[src/rtl/urisc_mem_arbiter.sv]
// Two-requester arbiter for the URISC data memory port (core vs host loader).
// Each access goes IDLE -> ISSUE -> [WAIT x RD_LAT] -> RESP; every output is registered.
module urisc_mem_arbiter #(
    parameter int AW        = 9,
    parameter int DW        = 16,
    parameter int RD_LAT    = 1,
    parameter int HOST_PRIO = 0
) (
    input  logic          i_clk,
    input  logic          i_reset,
    input  logic          i_core_req,
    input  logic          i_core_we,
    input  logic [AW-1:0] i_core_addr,
    input  logic [DW-1:0] i_core_wdata,
    output logic          o_core_ack,
    output logic [DW-1:0] o_core_rdata,
    input  logic          i_host_req,
    input  logic          i_host_we,
    input  logic [AW-1:0] i_host_addr,
    input  logic [DW-1:0] i_host_wdata,
    output logic          o_host_ack,
    output logic [DW-1:0] o_host_rdata,
    output logic          o_mem_cs,
    output logic          o_mem_read,
    output logic          o_mem_write,
    output logic [AW-1:0] o_mem_addr,
    output logic [DW-1:0] o_mem_wdata,
    input  logic [DW-1:0] i_mem_rdata,
    output logic          o_busy,
    output logic          o_owner
);

    typedef enum logic [1:0] {
        S_IDLE  = 2'd0,
        S_ISSUE = 2'd1,
        S_WAIT  = 2'd2,
        S_RESP  = 2'd3
    } state_t;

    // Wait counter runs down from RD_LAT-1; the cycle it reads 0 is the capture cycle.
    localparam logic [2:0] LAT_TC = 3'(RD_LAT - 1);

    state_t        r_state;
    state_t        w_next_state;
    logic          r_we;
    logic          r_owner;
    logic          r_rr_host;
    logic [2:0]    r_wait_cnt;
    logic          r_busy;
    logic          r_core_ack;
    logic          r_host_ack;
    logic [DW-1:0] r_core_rdata;
    logic [DW-1:0] r_host_rdata;
    logic          r_mem_cs;
    logic          r_mem_read;
    logic          r_mem_write;
    logic [AW-1:0] r_mem_addr;
    logic [DW-1:0] r_mem_wdata;

    logic          w_grant_host;
    logic          w_issue;
    logic          w_sel_we;
    logic [AW-1:0] w_sel_addr;
    logic [DW-1:0] w_sel_wdata;

    always_comb begin
        w_next_state = r_state;
        w_grant_host = 1'b0;
        if (HOST_PRIO != 0) begin
            w_grant_host = i_host_req;
        end else begin
            w_grant_host = i_host_req & (~i_core_req | r_rr_host);
        end
        w_issue     = (r_state == S_IDLE) && (i_core_req || i_host_req);
        w_sel_we    = w_grant_host ? i_host_we    : i_core_we;
        w_sel_addr  = w_grant_host ? i_host_addr  : i_core_addr;
        w_sel_wdata = w_grant_host ? i_host_wdata : i_core_wdata;
        case (r_state)
            S_IDLE:  if (w_issue) w_next_state = S_ISSUE;
            S_ISSUE: w_next_state = r_we ? S_RESP : S_WAIT;
            S_WAIT:  if (r_wait_cnt == 3'd0) w_next_state = S_RESP;
            S_RESP:  w_next_state = S_IDLE;
            default: w_next_state = S_IDLE;
        endcase
    end

    always_ff @(posedge i_clk) begin
        if (i_reset) begin
            r_state      <= S_IDLE;
            r_we         <= 1'b0;
            r_owner      <= 1'b0;
            r_rr_host    <= 1'b0;
            r_wait_cnt   <= 3'd0;
            r_busy       <= 1'b0;
            r_core_ack   <= 1'b0;
            r_host_ack   <= 1'b0;
            r_core_rdata <= '0;
            r_host_rdata <= '0;
            r_mem_cs     <= 1'b0;
            r_mem_read   <= 1'b0;
            r_mem_write  <= 1'b0;
            r_mem_addr   <= '0;
            r_mem_wdata  <= '0;
        end else begin
            r_state     <= w_next_state;
            r_busy      <= (w_next_state != S_IDLE);
            r_mem_cs    <= w_issue;
            r_mem_read  <= w_issue & ~w_sel_we;
            r_mem_write <= w_issue & w_sel_we;
            r_mem_addr  <= w_issue ? w_sel_addr : '0;
            r_mem_wdata <= (w_issue && w_sel_we) ? w_sel_wdata : '0;
            r_core_ack  <= (w_next_state == S_RESP) && !r_owner;
            r_host_ack  <= (w_next_state == S_RESP) && r_owner;
            if (w_issue) begin
                r_we    <= w_sel_we;
                r_owner <= w_grant_host;
            end
            if (r_state == S_ISSUE) begin
                r_wait_cnt <= LAT_TC;
            end else if (r_state == S_WAIT && r_wait_cnt != 3'd0) begin
                r_wait_cnt <= r_wait_cnt - 3'd1;
            end
            if (r_state == S_WAIT && r_wait_cnt == 3'd0) begin
                if (r_owner) r_host_rdata <= i_mem_rdata;
                else         r_core_rdata <= i_mem_rdata;
            end
            if (r_state == S_RESP) begin
                r_rr_host <= ~r_owner;
            end
        end
    end

    assign o_core_ack   = r_core_ack;
    assign o_core_rdata = r_core_rdata;
    assign o_host_ack   = r_host_ack;
    assign o_host_rdata = r_host_rdata;
    assign o_mem_cs     = r_mem_cs;
    assign o_mem_read   = r_mem_read;
    assign o_mem_write  = r_mem_write;
    assign o_mem_addr   = r_mem_addr;
    assign o_mem_wdata  = r_mem_wdata;
    assign o_busy       = r_busy;
    assign o_owner      = r_owner;

endmodule

[config.mk]
export PLATFORM = sky130hd
export DESIGN_NAME = urisc_mem_arbiter
export DESIGN_NICKNAME = d
export VERILOG_FILES = /design/src/rtl/urisc_mem_arbiter.sv
export SDC_FILE = /design/constraint.sdc
export NUM_CORES = 1
export LEC_CHECK = 0
export BUFFER_PORTS_ARGS = -buffer_cell sky130_fd_sc_hd__buf_2
export CORE_MARGIN = 5
export CORE_UTILIZATION = 45
export DETAILED_ROUTE_END_ITERATION = 6
export PLACE_DENSITY = 0.8
export SYNTH_ARGS = -nofsm -noshare
export SYNTH_HDL_FRONTEND = slang
export SYNTH_SLANG_ARGS = --single-unit
[constraint.sdc]
create_clock -name i_clk -period 2.01 [get_ports i_clk]
set_clock_uncertainty 0.2 [all_clocks]
set_input_delay 0 -clock i_clk [delete_from_list [all_inputs] [get_ports i_clk]]
set_output_delay 0 -clock i_clk [all_outputs]
set_load 0.05 [all_outputs]
==> metrics <==
vias per std cell=roughly 5.3; CP Max Fanout=7; GR Util met2=48.7%; first-pass GRT wire length=14900 microns; Worst Setup End Kind=flop; maximum vdd ir drop=just under 0.0007 V; Sw Share=between 40% and 50%; Tot GR Track Use=25.7%; MaxCap Viol Count=0; pwr dens=1050 nW/um^2; CORE AREA=about 5600 sq um; status=complete, no violations; Top Usage Layer GRT=met2; Via Count=approximately 3000; Fmax=518 MHz; starting density of the core=47.0%; Die Y=86.5 microns; multi-input logic area=1040 sq um; Clock Sinks=71; vias in the first global route=roughly 3100; met3 GRT Util=5.42%; final net count=576; GPL Wtd Cong=0.768; Clock transition at path regs=80 ps; Worst Hold Class=in2reg; # rows=27; Clk network pwr share=21.2%; Setup CP Type=reg2reg; share of cells above drive strength 1=about a third; Final period util=96.0%; fin. max-slew vios=0; TritonCTS clock tree=done; fillcell total=between 300 and 400; Area growth syn-to-layout=61.4%; setup_tns=0 ps; post-route setup slack=slightly above 80 ps; final antenna-violating net count=0; DRC Markers=0; clk buf depth=2; Final Hold Fails=0; Avg WL per Cell=16.6 microns; Required @ worst endpoint=2040 ps; sequential cell area fraction in the yosys report=53.9%; IO Count=136; pre-CTS setup slack=44.9 ps; Slew @ Worst Pin=679 ps; crit start category=flop; mapped cell area=2640 sq um; Max-slew headroom=54.3%; Clock Latency Late Sink=340 ps; pin count of the biggest net entering global routing=23; Setup violations, final=0; die footprint=7490 sq um; Die W=86.5 microns; RSZ-0062 raised after global routing=no; worst path arrival time=1960 ps; CTS Root Cell=clkbuf_8; Comb power frac=between 40 and 50%; met1 usage=around a quarter; Post-CTS Setup Repair Bufs=0; register area=1420 sq um; warning count from the yosys run=0; port bufs=135; Initial DRC Count=132; final wirelength=9560 microns; router iterations before antenna repair=5; Mean Syn Cell Area=9.09 sq um; CTS buffer count=9; fin util=about three quarters; antenna violations before repair=1; post-layout min period=1930 ps; Mapped Nets=368; internal power=0.00262 W; Pleak=1.97 nW; NetSw=about 0.0019 W; Distinct cells, synth=35; fraction of power consumed by sequential logic=38.7%; total congestion overflow=0; hpwl dp=5180 microns; H-tree levels=3; FF+latch count, synth=71; Cells after Synth=290
cells in the mapped netlist:
library cell,n,area (sq um)
a211oi_1,2,15.0
a21o_1,1,7.51
a21oi_1,46,230
a22o_1,16,140
a311o_1,1,10.0
a311oi_1,2,17.5
a32oi_1,1,8.76
and3b_1,1,8.76
and4_1,2,17.5
and4b_1,1,10.0
and4bb_1,1,12.5
buf_12,1,20.0
buf_2,7,35.0
buf_4,5,37.5
buf_6,2,22.5
clkbuf_1,7,26.3
clkbuf_2,1,5.00
dfxtp_1,71,1420
ha_1,6,75.1
inv_1,8,30.0
mux2i_1,1,10.0
nand2_1,67,251
nand2b_1,2,12.5
nand3_1,11,55.1
nand4b_1,1,8.76
nand4bb_1,1,11.3
nor2_1,7,26.3
nor2b_1,1,6.26
nor2b_4,1,13.8
nor4_1,2,12.5
nor4b_1,1,8.76
o21a_1,1,7.51
o21ai_0,10,50.1
o21ai_1,1,5.00
or2_2,1,6.26
worst paths after layout:
path	startpoint	end	slack, ps	depth (start not counted)
worst max-delay path	r_state[0]	o_owner	80	5
worst min-delay path	i_core_wdata[1]	o_mem_wdata[1]	210	3
worst max register to register	r_state[0]	o_owner	80	5
worst min register to register	o_host_rdata[0]	o_host_rdata[0]	250	2
power by group through the flow:
stage | clock (W) | combinational [W] | sequential, W
final | 0.000950 | 0.00179 | 0.00173
after global routing | 0.00101 | 0.00190 | 0.00175
after CTS | 0.000954 | 0.00174 | 0.00172
after detailed placement | 0 | 0.00161 | 0.00175
after global placement | 0 | 0.00158 | 0.00174
after floorplan | 0 | 0.000614 | 0.00236
final cells by class:
type / instances / area share, %
clock inverter: 4 / 0.529
antenna: 2 / 0.118
clock buffer: 12 / 3.18
multi-input combinational: 188 / 24.5
timing repair buffer: 220 / 35.4
tap: 72 / 2.12
inverter: 8 / 0.706
sequential: 71 / 33.4
layout by cell type (no fill, tap or decap), types with 2 or more instances in the layout:
cell type and instances:
clkbuf_1 3, clkbuf_8 9, a21oi_1 46, a211oi_1 2, a311oi_1 2, a22o_1 16
nor2_1 7, buf_2 135, nand2_1 67, clkinv_2 3, dfxtp_1 70, nand2b_1 2
nor4_1 2, buf_4 8, inv_1 8, nand3_1 11, and4_2 2, ha_1 6
o21ai_0 10, diode_2 2, dlygate4sd3_1 76
sequential cells by signal (all words and copies together), names as in the netlist, 2 cells and up:
signal and cells:
o_core_rdata 16, o_host_rdata 16, o_mem_wdata 16, o_mem_addr 9, r_wait_cnt 3, r_state 2
critical path, cell delays in order (launching register included):
cell and delay (ps):
dfxtp_1 400, inv_1 100, ha_1 280, a32oi_1 220
dlygate4sd3_1 580, nor2_1 50
per-layer routing:
metal,part of all wire [%],vias up
met5,0,-
met4,4.4,0
met3,8.4,36
met2,54,175
met1,33,1418
li1,-,1406
logic make-up (layout without fill, tap and decap cells):
family	after synthesis	after routing	synth area share [%]
buffers and inverters	31	244	6.69
AO/OA/AOI/OAI	81	81	18.7
adder cells (fa/ha/maj)	6	6	2.85
flip-flops	71	71	53.9
other	0	2	0
multiplexers	1	1	0.380
AND/OR/NAND/NOR	100	100	17.5
repair_timing:
action	4_1_cts	5_1_grt
resized for setup	0	4
hold endpoints to repair	66	0
hold buffers	76	0
endpoints found under the setup margin	0	18
through the flow:
step	total power, W	area (sq um)	hold slack [ps]	cells
after CTS	0.00441	4240	188	575
after global placement	0.00332	3320	10.5	483
final	0.00448	4250	209	577
after floorplan	0.00297	2640	-74.5	290
after global routing	0.00467	4250	223	576
after detailed placement	0.00336	3320	11.7	483
(Power assumes the default switching activity.)
